<file path="config.mk">
export PLATFORM = sky130hd
export DESIGN_NAME = icache_direct_mapped
export DESIGN_NICKNAME = d
export VERILOG_FILES = /design/src/rtl/icache_direct_mapped.sv
export SDC_FILE = /design/constraint.sdc
export NUM_CORES = 1
export LEC_CHECK = 0
export BUFFER_PORTS_ARGS = -buffer_cell sky130_fd_sc_hd__buf_2
export CAP_MARGIN = 20
export CORE_AREA = 4 4 257 259
export CTS_CLUSTER_SIZE = 14
export DETAILED_ROUTE_END_ITERATION = 8
export DIE_AREA = 0 0 261 263
export GPL_TIMING_DRIVEN = 0
export PLACE_DENSITY = 0.85
export SLEW_MARGIN = 20
export SYNTH_ARGS = -nofsm -noshare
export SYNTH_HDL_FRONTEND = slang
export SYNTH_SLANG_ARGS = --single-unit
</file>
<file path="constraint.sdc">
create_clock -name CLK -period 14.6 [get_ports CLK]
set_clock_uncertainty 0.1 [all_clocks]
set_input_delay 0 -clock CLK [delete_from_list [all_inputs] [get_ports CLK]]
set_output_delay 0 -clock CLK [all_outputs]
set_load 0.01 [all_outputs]
</file>
<file path="src/rtl/icache_direct_mapped.sv">
// Direct-mapped, read-only instruction cache with single-word fills from the memory i-port.
// Optional same-cycle forwarding of fill data is enabled by defining ICACHE_BYPASS_EN.
module icache_direct_mapped #(
  parameter int SETS  = 16,
  parameter int IDX_W = $clog2(SETS),
  parameter int TAG_W = 32 - IDX_W - 2
) (
  input  logic        CLK,
  input  logic        nRST,
  input  logic        dp_imemREN,
  input  logic [31:0] dp_imemaddr,
  output logic        dp_ihit,
  output logic [31:0] dp_imemload,
  output logic        mem_iREN,
  output logic [31:0] mem_iaddr,
  input  logic        mem_iwait,
  input  logic [31:0] mem_iload
);

  typedef enum logic {IDLE, FILL} state_e;

  state_e            state_q, state_d;
  logic [31:0]       fill_addr_q, fill_addr_d;
  logic [SETS-1:0]   valid_q, valid_d;
  logic [TAG_W-1:0]  tag_q  [SETS];
  logic [31:0]       data_q [SETS];

  logic [IDX_W-1:0]  req_idx, fill_idx;
  logic [TAG_W-1:0]  req_tag, fill_tag;
  logic              array_hit;
  logic              fill_done;

  assign req_idx   = dp_imemaddr[IDX_W+1:2];
  assign req_tag   = dp_imemaddr[31:IDX_W+2];
  assign fill_idx  = fill_addr_q[IDX_W+1:2];
  assign fill_tag  = fill_addr_q[31:IDX_W+2];
  assign array_hit = dp_imemREN & valid_q[req_idx] & (tag_q[req_idx] == req_tag);
  assign fill_done = (state_q == FILL) & ~mem_iwait;

  always_comb begin
    // NOTE: every output and next-state value gets a default first so no path infers a latch.
    state_d     = state_q;
    fill_addr_d = fill_addr_q;
    valid_d     = valid_q;
    dp_ihit     = 1'b0;
    dp_imemload = '0;
    mem_iREN    = 1'b0;
    mem_iaddr   = '0;

    case (state_q)
      IDLE: begin
        if (array_hit) begin
          dp_ihit     = 1'b1;
          dp_imemload = data_q[req_idx];
        end else if (dp_imemREN) begin
          state_d     = FILL;
          fill_addr_d = dp_imemaddr;
        end
      end
      FILL: begin
        // The fill always finishes into the latched frame; the fetch side may wander meanwhile.
        mem_iREN  = 1'b1;
        mem_iaddr = fill_addr_q;
        if (!mem_iwait) begin
          valid_d[fill_idx] = 1'b1;
          state_d           = IDLE;
`ifdef ICACHE_BYPASS_EN
          if (dp_imemREN && (dp_imemaddr == fill_addr_q)) begin
            dp_ihit     = 1'b1;
            dp_imemload = mem_iload;
          end
`endif
        end
      end
      default: state_d = IDLE;
    endcase
  end

  // NOTE: sequential state is updated with non-blocking assignments only.
  always_ff @(posedge CLK or negedge nRST) begin
    if (!nRST) begin
      state_q     <= IDLE;
      fill_addr_q <= '0;
      valid_q     <= '0;
    end else begin
      state_q     <= state_d;
      fill_addr_q <= fill_addr_d;
      valid_q     <= valid_d;
    end
  end

  // NOTE: tag/data storage is not reset; the valid bits alone decide whether a frame is usable.
  always_ff @(posedge CLK) begin
    if (fill_done) begin
      tag_q[fill_idx]  <= fill_tag;
      data_q[fill_idx] <= mem_iload;
    end
  end

endmodule
</file>
Word-level counts from Yosys, hierarchy flattened
Memories as Yosys holds them, arrays and structs flattened.
Index checks and enable logic that the tools add are counted.
{ "classes": {"n_reduce_logical": 3, "bitwise_logic": 7, "eq_ne": 1, "muxes": 16, "n_lt_le_gt_ge": 3} }
{ "op_table": {"columns": ["cell", "n"], "rows": [
  ["2-to-1 mux 32 bit", 3],
  ["equality test 26 bit", 1],
  ["OR 16 bit", 1],
  ["< comparator 4 x 5 -> 1 bit (second input constant)", 2],
  ["2-to-1 mux 1 bit", 10],
  ["binary-select mux 1 bit (select 4 bit)", 1],
  ["demux 1 bit (select 4 bit)", 1],
  [">= comparator 4 x 1 -> 1 bit (second input constant)", 1],
  ["bitwise AND 1 bit", 3],
  ["NOT 1 bit", 3],
  ["AND reduction 3 bit", 1],
  ["case mux 1 bit (2 select lines)", 1],
  ["AND reduction 2 bit", 1],
  ["logical AND 1 bit", 1]
]} }
{ "totals": {"in_bits": 68, "out_inout_bits": 66, "mem_count": 2, "regBits": 49, "ram_bits": 928} }
{ "memory_table": {"columns": ["name", "depth", "width", "rd", "rd_ports_with_merged_regs", "wr", "line_no", "rtl"], "rows": [
  ["data_q", 16, 32, 1, 0, 1, "26", "logic [31:0] data_q [SETS];"],
  ["tag_q", 16, 26, 1, 0, 1, "25", "logic [TAG_W-1:0] tag_q [SETS];"]
]} }

Longest topological paths before layout
{ "depth": {"depth_word": 6, "depth_mapped": 15, "ltp_nobuf": 8} }

Least setup slack after synthesis
Ideal clock, no wire load.
{ "synth_path": {"path_kind": "register -> register", "startpoint": "register state_q", "endpoint": "register valid_q[3]", "path_buffers": 0, "setup_time_ps": 89, "t_arrival_ps": 5318, "setup_slack_ps": 9093, "stages_incl_launch_ff": 5, "required_time_ps": 14411, "synth_period_minus_slack_ps": 5507, "path_cell_list": "dfrtp_1 > and2_1 > nand3b_1 > nor3_1 > or2_2"} }
{ "synth_via": {"elab_chain_len": 1} }
{ "synth_lines": {"columns": ["element", "line_no", "rtl"], "rows": [
  ["start: declaration", "22", "state_e state_q, state_d;"],
  ["start signal: assignment", "86", "state_q <= state_d;"],
  ["AND reduction 2 bit (no line)", null, null],
  ["end signal: assignment", "88", "valid_q <= valid_d;"],
  ["end: declaration", "24", "logic [SETS-1:0] valid_q, valid_d;"]
]} }
No other way between the ends.
A chain may end at the register's enable or synchronous reset.

Worst setup path in the final report
{ "layout_path": {"startpoint": "input port dp_imemaddr[5]", "endpoint": "output port dp_imemload[3]"} }
{ "layout_via": {"elab_chain_len": 6, "elab_cells_between_ends": 9} }
{ "layout_lines": {"columns": ["element", "line_no", "rtl"], "rows": [
  ["start: declaration", "11", "input logic [31:0] dp_imemaddr,"],
  ["parallel branches: the longest is 4 deep, another holds memory (16 x 26 bit)", null, null],
  ["2-to-1 mux 32 bit *", "52", "if (array_hit) begin"],
  ["2-to-1 mux 32 bit *", "50", "case (state_q)"],
  ["end: declaration", "13", "output logic [31:0] dp_imemload,"]
]} }
Every way passes the cells marked *. The select of a mux whose other input is x is not followed.

==> flow_summary.yaml <==
sta:
  relSlewSlack_pct: 24.2
  rsz0062_at_grt: "false"
  fmax_mhz: 211
  holdWs_ns: 0.0609
  fin_crit_ns: 4.74
  finalCritPeriodShare_pct: 32.5
  hold_violations: 0
  finalMaxSlewViolations: 0
  worstMarginPinSlew_ns: 1.14
  setup_tns_ns: 0
  finalSetupViolations: 0
grt:
  grt_max_degree: 39
  grt_pass1_vias: 20700
  antenna_found_initial: 7
  grt_pass1_wl_mm: 148
  overflow: 0
  grt_usage_pct: 30.5
clock_tree:
  numClockSinks: 977
  cts_tree: "yes"
  cts_htree_levels: 3
  cts_made_buffers: 91
  worstSkewPairLatency_ns: 0.66
  cts-root-buf: "clkbuf_16"
  post_cts_buffers: 0
  clk_path_buf_depth: 3
  path_clk_slew_ns: 0.06
worst_hold_path:
  min_path_type: "input port to flip-flop"
  holdPathEnd: "fill_addr_q[29]"
  min_from: "dp_imemaddr[29]"
  min_path_cells: 3
yosys:
  synth_cell_types: 47
  ys_warn_count: 0
  synth_area_per_cell_um2: 23.4
  synth_area_um2: 37900
  synth_nets: 1689
  synth_seq_cells: 977
  synthCells: 1621
  ys_seq_area_share_pct: 76.7
floorplan:
  pin_count: 134
  dieWidth_um: 261
  coreArea_um2: 63900
  fp.dieH_um: 263
  die_area_um2: 68600
  placementRows: 93
  start_util_pct: 59.4
critical_path:
  worst_ep_required_time_ns: 14.50
  critPathArrivalTime_ns: 4.64
  end_kind: "output port"
  r2r_start: "tag_q[15][17]"
  r2r_cells: 9
  rr_endpoint: "fill_addr_q[25]"
  r2r_slack_ns: 10.84
  startpoint_type: "input port"
  setup.worst_path.class: "input port to output port"
  crit_fanout: 10
finish:
  final_common_cell: "edfxtp_1"
  final_area_um2: 44700
  drive_above_1_share_pct: 34.5
  fin_nets: 2057
  layout.cells.non_filler: 2922
  area_growth_pct: 17.8
  layout_common_cells: "edfxtp_1, mux4_2, buf_2, clkbuf_16, dlygate4sd3_1"
drt:
  postRouteAntennaNets: 0
  dr.pass1.iters: 6
  wl_mm: 103
  vias: 19800
  drtIter0Drc: 3004
  routedWlPerCell_um: 35.4
  post-route-drc-count: 0
  drt-vias-per-instance: 6.78
placement:
  gp_congestion: 0.778
  hpwl_mm: 61.7
  dp.cells: 2683
  io_buffers: 129
  dpl-instance-area_um2: 41000
power:
  vdd_drop_max_mv: 0.138
  power_density_nw_per_um2: 140
  cellLeakagePower_nw: 15.0
outcome:
  status: "completed"
job:
  max_cap_viol_count: 0
[layer usage]
| layer | share of wire [%] | routed length (µm) | track usage, % | vias up |
|---|---|---|---|---|
| met4 | 5.1 | 5250 | 12.5 | 4 |
| met1 | 33 | 33800 | 39.6 | 10200 |
| met2 | 51 | 53000 | 51.2 | 1686 |
| met5 | 0.027 | 28 | 0 | - |
| met3 | 11 | 11300 | 6.32 | 326 |
| li1 | - | - | - | 7559 |
[report_power, final]
group	leakage (nW)	internal (mW)	total, mW	switching (mW)
clock network	1.45	1.34	2.40	1.06
logic	4.64	0.232	0.506	0.274
registers	8.93	3.24	3.35	0.111
[what timing repair did]
item,CTS,global route
resized for setup,0,0
endpoints found under the hold margin,590,0
hold buffers,68,0
[cell type report]
| type | instances | area, µm² |
|---|---|---|
| antenna | 4 | 10.0 |
| buffer | 83 | 485 |
| clock buffer | 117 | 2430 |
| clock inverter | 50 | 546 |
| fill | 3585 | 19200 |
| inverter | 5 | 18.8 |
| multi-input combinational | 556 | 8460 |
| sequential | 977 | 29100 |
| tap | 855 | 1070 |
| timing repair buffer | 275 | 2600 |
[through the flow]
| stage | worst slack [ns] | util, % | total power, mW |
|---|---|---|---|
| 2_1_floorplan | 9.09 | - | 3.65 |
| 3_3_place_gp | 3.67 | 62.1 | 3.82 |
| 3_5_place_dp | 9.98 | 64.3 | 3.88 |
| 4_1_cts | 9.91 | 70.0 | 6.26 |
| 5_1_grt | 9.63 | 70.0 | 6.43 |
| 6_report | 9.86 | 70.0 | 6.26 |
[cell usage after synthesis (all sizes together)]
library cell  count  area share (%)
clkbuf           31            0.31
mux4            263              16
a22oi             5            0.13
xor2             15            0.35
a2111oi           1           0.073
buf              52            0.97
nand3             1           0.013
a221oi            2           0.046
nand2b            3           0.049
nor2b            23            0.38
nand3b            2           0.040
o21bai            1           0.020
o221ai            2           0.046
o22ai             3           0.049
or2              17            0.28
nor4              4           0.066
a21o              1           0.020
and2b            13            0.26
a211oi            2           0.040
o21ai             3           0.040
inv               5           0.049
nand4             2           0.033
a31o              1           0.023
o2111ai           1           0.023
a21oi             6           0.079
mux2i            64             1.7
o211ai            2           0.040
and2             34            0.56
xnor2            15            0.35
dfrtp            49             3.2
and4              1           0.023
edfxtp          928              73
nor3              5           0.066
nor2             17            0.17
nor3b             1           0.020
nand2            13            0.13
mux2             33             1.3
[worst max-delay path by stage]
| stage | startpoint | endpoint | cells past startpoint |
|---|---|---|---|
| 6_report | dp_imemaddr[5] | dp_imemload[3] | 11 |
| 3_5_place_dp | dp_imemaddr[5] | dp_imemload[7] | 12 |
| 4_1_cts | dp_imemaddr[5] | dp_imemload[3] | 11 |
| 5_1_grt | dp_imemaddr[5] | dp_imemload[7] | 12 |
| 3_3_place_gp | state_q | valid_q[1] | 4 |
| 2_1_floorplan | state_q | valid_q[3] | 4 |
[worst max-delay path, stage by stage]
cell and delay [ns]:
buf_2 0.28, buf_2 0.45, buf_1 0.79, clkbuf_1 0.66
mux2i_1 0.29, nand4_1 0.18, a2111oi_4 0.36, nand4_1 0.52
clkbuf_1 0.44, and2b_1 0.44, buf_2 0.19
[flip-flops by register name, indices dropped and copies added, names as in the netlist]
register,cells
fill_addr_q,32
tag_q,416
data_q,512
state_q,1
valid_q,16
[kinds of logic after synthesis]
kind of cell	count (synthesis)	share of synthesized area, %
flops	977	76.7
mux	360	18.6
simple gates	136	2.08
buf+inv	88	1.33
compound gates	30	0.623
xor+xnor	30	0.692
(Power assumes the default switching activity.)
